--- config.mk ---
export PLATFORM = sky130hd
export DESIGN_NAME = encoder4_2_queue
export DESIGN_NICKNAME = d
export VERILOG_FILES = /design/src/rtl/encoder4_2_queue.sv
export SDC_FILE = /design/constraint.sdc
export NUM_CORES = 1
export LEC_CHECK = 0
export CORE_AREA = 2 2 39 41
export CTS_CLUSTER_DIAMETER = 60
export CTS_CLUSTER_SIZE = 28
export DETAILED_ROUTE_END_ITERATION = 6
export DIE_AREA = 0 0 41 43
export GPL_TIMING_DRIVEN = 1
export PLACE_DENSITY = 0.61
export RECOVER_POWER = 100
export SLEW_MARGIN = 10
export SYNTH_ARGS = -nofsm -noshare
export SYNTH_HDL_FRONTEND = slang
export SYNTH_SLANG_ARGS = --single-unit
--- constraint.sdc ---
create_clock -name clk -period 2.4 [get_ports clk]
set_input_delay 0.36 -clock clk [delete_from_list [all_inputs] [get_ports clk]]
set_output_delay 0.36 -clock clk [all_outputs]
set_load 0.05 [all_outputs]
--- src/rtl/encoder4_2_queue.sv ---
// Registered 4-to-2 encoder: latches request strobes into a pending set and emits each one
// as a 2-bit index under a valid/ready handshake (fixed priority or round-robin).
module encoder4_2_queue #(
    parameter bit RR = 1'b0
) (
    input  logic       clk,
    input  logic       rst,
    input  logic [3:0] I,
    output logic [1:0] S,
    output logic       valid,
    input  logic       ready,
    output logic [3:0] pending,
    output logic       dup
);

    typedef enum logic [0:0] {StIdle, StHold} state_e;

    state_e     r_state;
    logic [1:0] r_s;
    logic [1:0] r_ptr;
    logic [3:0] r_pending;
    logic       r_dup;

    logic       w_load;
    logic [1:0] w_k;
    logic [3:0] w_load_mask;

    always_comb begin : p_select
        logic [1:0] idx;
        w_k = 2'd0;
        idx = 2'd0;
        if (RR == 1'b0) begin
            for (int i = 0; i < 4; i++) begin
                if (r_pending[i]) w_k = 2'(i);
            end
        end else begin
            // Walk from the farthest candidate down so the nearest one after ptr wins.
            for (int off = 3; off >= 0; off--) begin
                idx = r_ptr + 2'd1 + 2'(off);
                if (r_pending[idx]) w_k = idx;
            end
        end
    end

    always_comb begin
        w_load      = ((r_state == StIdle) || ready) && (r_pending != 4'b0000);
        w_load_mask = w_load ? (4'b0001 << w_k) : 4'b0000;
    end

    always_ff @(posedge clk) begin
        if (rst) begin
            r_state   <= StIdle;
            r_s       <= 2'b00;
            r_ptr     <= 2'd3;
            r_pending <= 4'b0000;
            r_dup     <= 1'b0;
        end else begin
            // A bit loaded this edge and re-requested on I stays set as a fresh request.
            r_pending <= (r_pending & ~w_load_mask) | I;
            r_dup     <= |(I & r_pending & ~w_load_mask);
            case (r_state)
                StIdle: begin
                    if (w_load) begin
                        r_s     <= w_k;
                        r_ptr   <= w_k;
                        r_state <= StHold;
                    end
                end
                StHold: begin
                    if (ready) begin
                        if (w_load) begin
                            r_s   <= w_k;
                            r_ptr <= w_k;
                        end else begin
                            r_state <= StIdle;
                        end
                    end
                end
                default: r_state <= StIdle;
            endcase
        end
    end

    assign S       = r_s;
    assign valid   = (r_state == StHold);
    assign pending = r_pending;
    assign dup     = r_dup;

endmodule
==> summary.md, run 1 <==
| Metric | Value |
|---|---|
| Status | finished, final reports clean |
| Worst EP required | 2040 ps |
| Peak VDD IR | about 0.26 mV |
| Post-Place Setup Slack | about 660 ps |
| Post-CTS Hold Fix Bufs | 0 |
| Detail Route Antenna Nets | 0 |
| Die Span X | 41 µm |
| Placement-stage cell area | between 500 and 600 µm² |
| Post-CTS setup buffers | 0 |
| Diodes inserted | 0 |
| Inserted Clock Buffers | 3 |
| Relative slew margins | ~60% |
| Worst Setup Slack, final | 388 ps |
| Worst Tran Pin Value | 582 ps |
| Overflow after GRT | 0 |
| Clock sinks | 8 |
| Count leader, synth | dfxtp_1 |
| Buffers & Inverters on Critical Path | 1 |
| Final instance area | about 520 µm² |
| Via density | 4.76 |
| First-pass GRT wire length | around 1200 µm |
| Initial antenna violation count | 0 |
| Multi-input combinational cell area | 164 µm² |
| CTS resizes | 0 |
| EDFF count, synth | 0 |
| Ports placed on the boundary | 15 |
| Max-cap violations | 0 |
| CP Cell Sequence | dlygate4sd3_1 |
| Syn Inst Count | 40 |
| RSZ-0062 raised after global routing | false |
| Total GRT Usage | 9.55% |
| Worst setup SP type | register |
| Cell area after synthesis | around 360 µm² |
| Vias in the first global route | 277 |
| CTS clk-pin slew, worst paths | around 60 ps |
| Util after Layout | between 30 and 40% |
| DP HPWL | approximately 560 µm |
| Syn Nets | 47 |
| PortBufs | 14 |
| Arr. time, crit path | roughly 1700 ps |
| Core area | between 1000 and 1500 µm² |
| Final min period | ~2000 ps |
| FF/Latch Area | roughly 160 µm² |
| Fin. Hold Viols | 0 |
| Initial DRC count | 8 |
| Wirelength per Cell | 10.7 µm |
| Setup CP Type | reg2out |
| Num rows | 14 |
| Slowest library cell on the worst path | dlygate4sd3_1 |
| Crit-path leading delay family | buffers and inverters |
| Final Net Count | 63 |
| PwrDens | around 670 nW/µm² |
| Total Die Area | 1760 µm² |
| Filler-free cell count of the finished design | 70 |
| Synth area leader | dfxtp_1 |
| Post-Syn Area per Cell | ~9.0 µm² |
| Fmax | 497 MHz |
| CTS H-tree lvls | 1 |
| WL final | 747 µm |
| Synth area leaders | dfxtp_1 (44%), a21oi_1 (9.7%), o21ai_0 (5.5%) |
| Fill cells | 151 |
| Synth Register Bits | 8 |
| Largest net degree at the start of global routing | 12 |
| First drt pass iteration count | 3 |
| Ys async rst share | 0% |
| Max-slew violations | 0 |
| Synth Flop Type | dfxtp_1 |
| Critical-path maximum fanout | 11 |
| Area delta synth->final | 43.3% |
| Routability congestion estimate | around 0.69 |
| Leakage | 0.208 nW |
| DIE HEIGHT | between 40 and 50 µm |
| Clock buffer depth | 2 |
| Crit share post-route | about 84% |
| Worst path max stage delay | around 900 ps |
| CP endpoint kind | output port |
| Post-synthesis cell type count | 21 |
| Starting density of the core | a little over a quarter |
| Residual DRC | 0 |
| DR vias | about 330 |
| Most instantiated cells after synthesis | dfxtp_1 (8), a21oi_1 (7), o21ai_0 (4), inv_1 (3), nor2b_1 (2) |
| CTS tree | yes |
| Placed insts | 67 |
| CTS Root Cell | clkbuf_4 |
| Setup TNS | 0 ps |
| # setup viols final | 0 |
| Worst-skew pair later-pin latency | about 250 ps |
| Synth top area share | 44.3% |
| Clock skew | just under 8 ps |
| HP Class | reg2reg |
| Yosys Warn Count | 0 |
| Layout cells sized above 1 | 9.26% |
| Seq/Total Area, Yosys | between 40% and 50% |
[area by class of cell]
type,instances,share of cell area [%]
Sequential cell,8,30.9
Clock buffer,3,4.35
Multi-Input combinational cell,26,31.6
Inverter,3,2.17
Timing Repair Buffer,14,27.1
Tap cell,16,3.86
[sequential cells by signal, indices dropped and copies added (netlist names)]
register	cells
dup	1
valid	1
pending	4
S	2
[where the power goes]
group | switching, mW | internal, mW
Sequential | 0.0104 | 0.143
Clock | 0.0445 | 0.0572
Combinational | 0.0561 | 0.0332
[worst paths after layout]
check / startpoint / end / slack, ps / depth (start not counted)
max: pending[3] / pending[3] / 390 / 1
min: S[0] / S[0] / 470 / 2
min reg2reg: S[0] / S[0] / 470 / 2
max reg2reg: valid / dup / 1100 / 3
[metrics by stage]
stage               hold WS [ps]  power, mW
floorplan                    477      0.219
global placement             464      0.252
detailed placement           472      0.253
CTS                          481      0.354
global route                 510      0.363
finish                       473      0.345
[placed cells by master, fill, tap and decap left out, drive strengths merged]
cell type / Yosys / final
a21oi: 7 / 7
a31oi: 1 / 1
a41oi: 1 / 1
and3: 1 / 1
clkbuf: 0 / 3
clkdlybuf4s50: 0 / 5
dfxtp: 8 / 8
dlygate4sd3: 0 / 9
inv: 3 / 3
nand2b: 1 / 1
nand3: 1 / 1
nor2: 1 / 1
nor2b: 2 / 2
nor4: 1 / 1
o211ai: 1 / 1
o21ai: 5 / 5
o221ai: 1 / 1
o311ai: 1 / 1
o31ai: 1 / 1
or3: 1 / 1
[logic make-up after synthesis]
logic type,after synthesis,synth area share [%]
AOI/OAI and AO/OA,18,31.1
buffers and inverters,6,8.65
DFF,8,44.3
and+or+nand+nor,8,15.9
[per-layer routing]
| layer | track usage, % | up-vias | wire length, µm |
|---|---|---|---|
| li1 | - | 178 | - |
| met1 | 14.8 | 146 | 365 |
| met2 | 11.3 | 9 | 341 |
| met3 | 2.09 | 0 | 41 |
| met4 | 6.00 | 0 | 0 |
| met5 | 0 | - | 0 |
Note: power is estimated with default switching activity, not from simulation.
==> run 2, diff against run 1 <==
--- a/config.mk
+++ b/config.mk
@@ -11,7 +11,7 @@
 export DETAILED_ROUTE_END_ITERATION = 6
 export DIE_AREA = 0 0 41 43
 export GPL_TIMING_DRIVEN = 1
-export PLACE_DENSITY = 0.61
+export PLACE_DENSITY = 0.63
 export RECOVER_POWER = 100
 export SLEW_MARGIN = 10
 export SYNTH_ARGS = -nofsm -noshare
==> constraint.sdc (replaced) <==
create_clock -name clk -period 1.6 [get_ports clk]
set_input_delay 0.24 -clock clk [delete_from_list [all_inputs] [get_ports clk]]
set_output_delay 0.24 -clock clk [all_outputs]
set_load 0.05 [all_outputs]
==> run 2 against run 1 <==
  * Total power increased by 51%
  * Sequential cell count unchanged
  * Largest cell class unchanged
  * Sequential power increased by 50%
==> summary.md, run 2 (synthesized netlist as in run 1, its figures left out) <==
| Metric | Value |
|---|---|
| Most frequent cells in the layout | dfxtp_1 (8), clkbuf_1 (8), a21oi_1 (7) |
| First-pass GRT wire length | ~1300 µm |
| CTS tree | yes |
| DIE HEIGHT | roughly 43 µm |
| First drt pass iteration count | 4 |
| Worst path max stage delay | ~490 ps |
| Worst setup SP type | register |
| Crit share post-route | roughly 87% |
| Max-slew violations | 0 |
| Max-cap violations | 0 |
| Wirelength per Cell | 11.9 µm |
| Relative slew margins | between 60 and 70% |
| PwrDens | 1030 nW/µm² |
| Worst Tran Pin Value | around 590 ps |
| Initial DRC count | 9 |
| Leakage | 0.190 nW |
| Met1 Routed Length | ~390 µm |
| Post-CTS Hold Fix Bufs | 0 |
| Status | finished, final reports clean |
| Fmax | a little over 700 MHz |
| Routability congestion estimate | between 0.7 and 0.8 |
| Diodes inserted | 0 |
| Setup TNS | 0 ps |
| WL final | roughly 860 µm |
| CTS H-tree lvls | 1 |
| Fin. Hold Viols | 0 |
| CP endpoint kind | output port |
| Vias in the first global route | between 300 and 400 |
| HP Class | reg2reg |
| # setup viols final | 0 |
| Critical-path maximum fanout | 6 |
| Total Die Area | approximately 1800 µm² |
| Final Net Count | 65 |
| Total GRT Usage | 11.3% |
| Worst EP required | approximately 1400 ps |
| Max FFs per register | 4 |
| Clock skew | slightly below 4 ps |
| Buffers & Inverters on Critical Path | 1 |
| CTS resizes | 0 |
| Post-CTS setup buffers | 0 |
| Peak VDD IR | slightly below 0.3 mV |
| Inserted Clock Buffers | 3 |
| DP HPWL | 634 µm |
| Util after Layout | a little under two fifths |
| Overflow after GRT | 0 |
| Setup CP Type | reg2out |
| Final min period | about 1400 ps |
| Crit-path leading delay family | buffers and inverters |
| Area delta synth->final | 40.5% |
| Slowest library cell on the worst path | clkbuf_1 |
| Arr. time, crit path | between 1000 and 1500 ps |
| Initial antenna violation count | 0 |
| Core area | between 1000 and 1500 µm² |
| CP Cell Sequence | clkbuf_1 |
| Layout cells sized above 1 | between 10 and 15% |
| Residual DRC | 0 |
| RSZ-0062 raised after global routing | false |
| Largest net degree at the start of global routing | 11 |
| DR vias | ~370 |
| Met3 WL | about 21 µm |
| Detail Route Antenna Nets | 0 |
| Die Span X | approximately 41 µm |
| Via density | approximately 5.1 |
| Ports placed on the boundary | 15 |
| CTS clk-pin slew, worst paths | approximately 60 ps |
| Clock sinks | 8 |
| Top Layer Used | met4 |
| PortBufs | 14 |
| Post-Place Setup Slack | about 250 ps |
| Worst Setup Slack, final | ~210 ps |
| Worst-skew pair later-pin latency | approximately 250 ps |
| Num rows | 14 |
| CTS Root Cell | clkbuf_4 |
| Starting density of the core | 26.1% |
| Met2 wire len | approximately 430 µm |
| Clock buffer depth | 2 |
-- run 2: changes by cell type in the layout (fill, tap and decap cells not counted) --
cell	previous run	this run
buf_12	0	2
clkbuf_1	0	8
clkdlybuf4s50_1	5	6
dlygate4sd3_1	9	0
-- run 2: per-layer routing --
layer  global-route usage [%]  vias up
li1                         -      181
met1                     15.6      179
met2                     13.4        6
met3                     1.57        2
met4                     12.0        0
met5                        0        -
-- run 2: where the power goes --
group          internal (mW)  total (mW)  switching, mW  leakage, nW
Clock                 0.0858       0.154         0.0677       0.0138
Sequential             0.215       0.231         0.0161       0.0666
Combinational         0.0485       0.137         0.0887        0.110
-- run 2: final timing paths --
| check | start | slack, ps | end | cells after the start |
|---|---|---|---|---|
| worst min-delay path | S[0] | 480 | S[0] | 2 |
| worst min register to register | S[0] | 480 | S[0] | 2 |
| worst max-delay path | pending[1] | 210 | pending[1] | 1 |
| worst max register to register | pending[2] | 320 | S[1] | 3 |
-- run 2: stage by stage --
| stage | instance area [µm²] | power, mW | std cells | hold WS [ps] |
|---|---|---|---|---|
| global route | 508 | 0.545 | 72 | 536 |
| finish | 508 | 0.522 | 72 | 483 |
| global placement | 522 | 0.388 | 69 | 482 |
| floorplan | 362 | 0.329 | 40 | 357 |
| detailed placement | 522 | 0.389 | 69 | 479 |
| CTS | 544 | 0.550 | 72 | 488 |
-- run 2: cell type report --
cell class                      count  area, µm²
Clock buffer                        3       22.5
Fill cell                         159        876
Inverter                            3       11.3
Multi-Input combinational cell     26        164
Sequential cell                     8        160
Tap cell                           16       20.0
Timing Repair Buffer               16        130
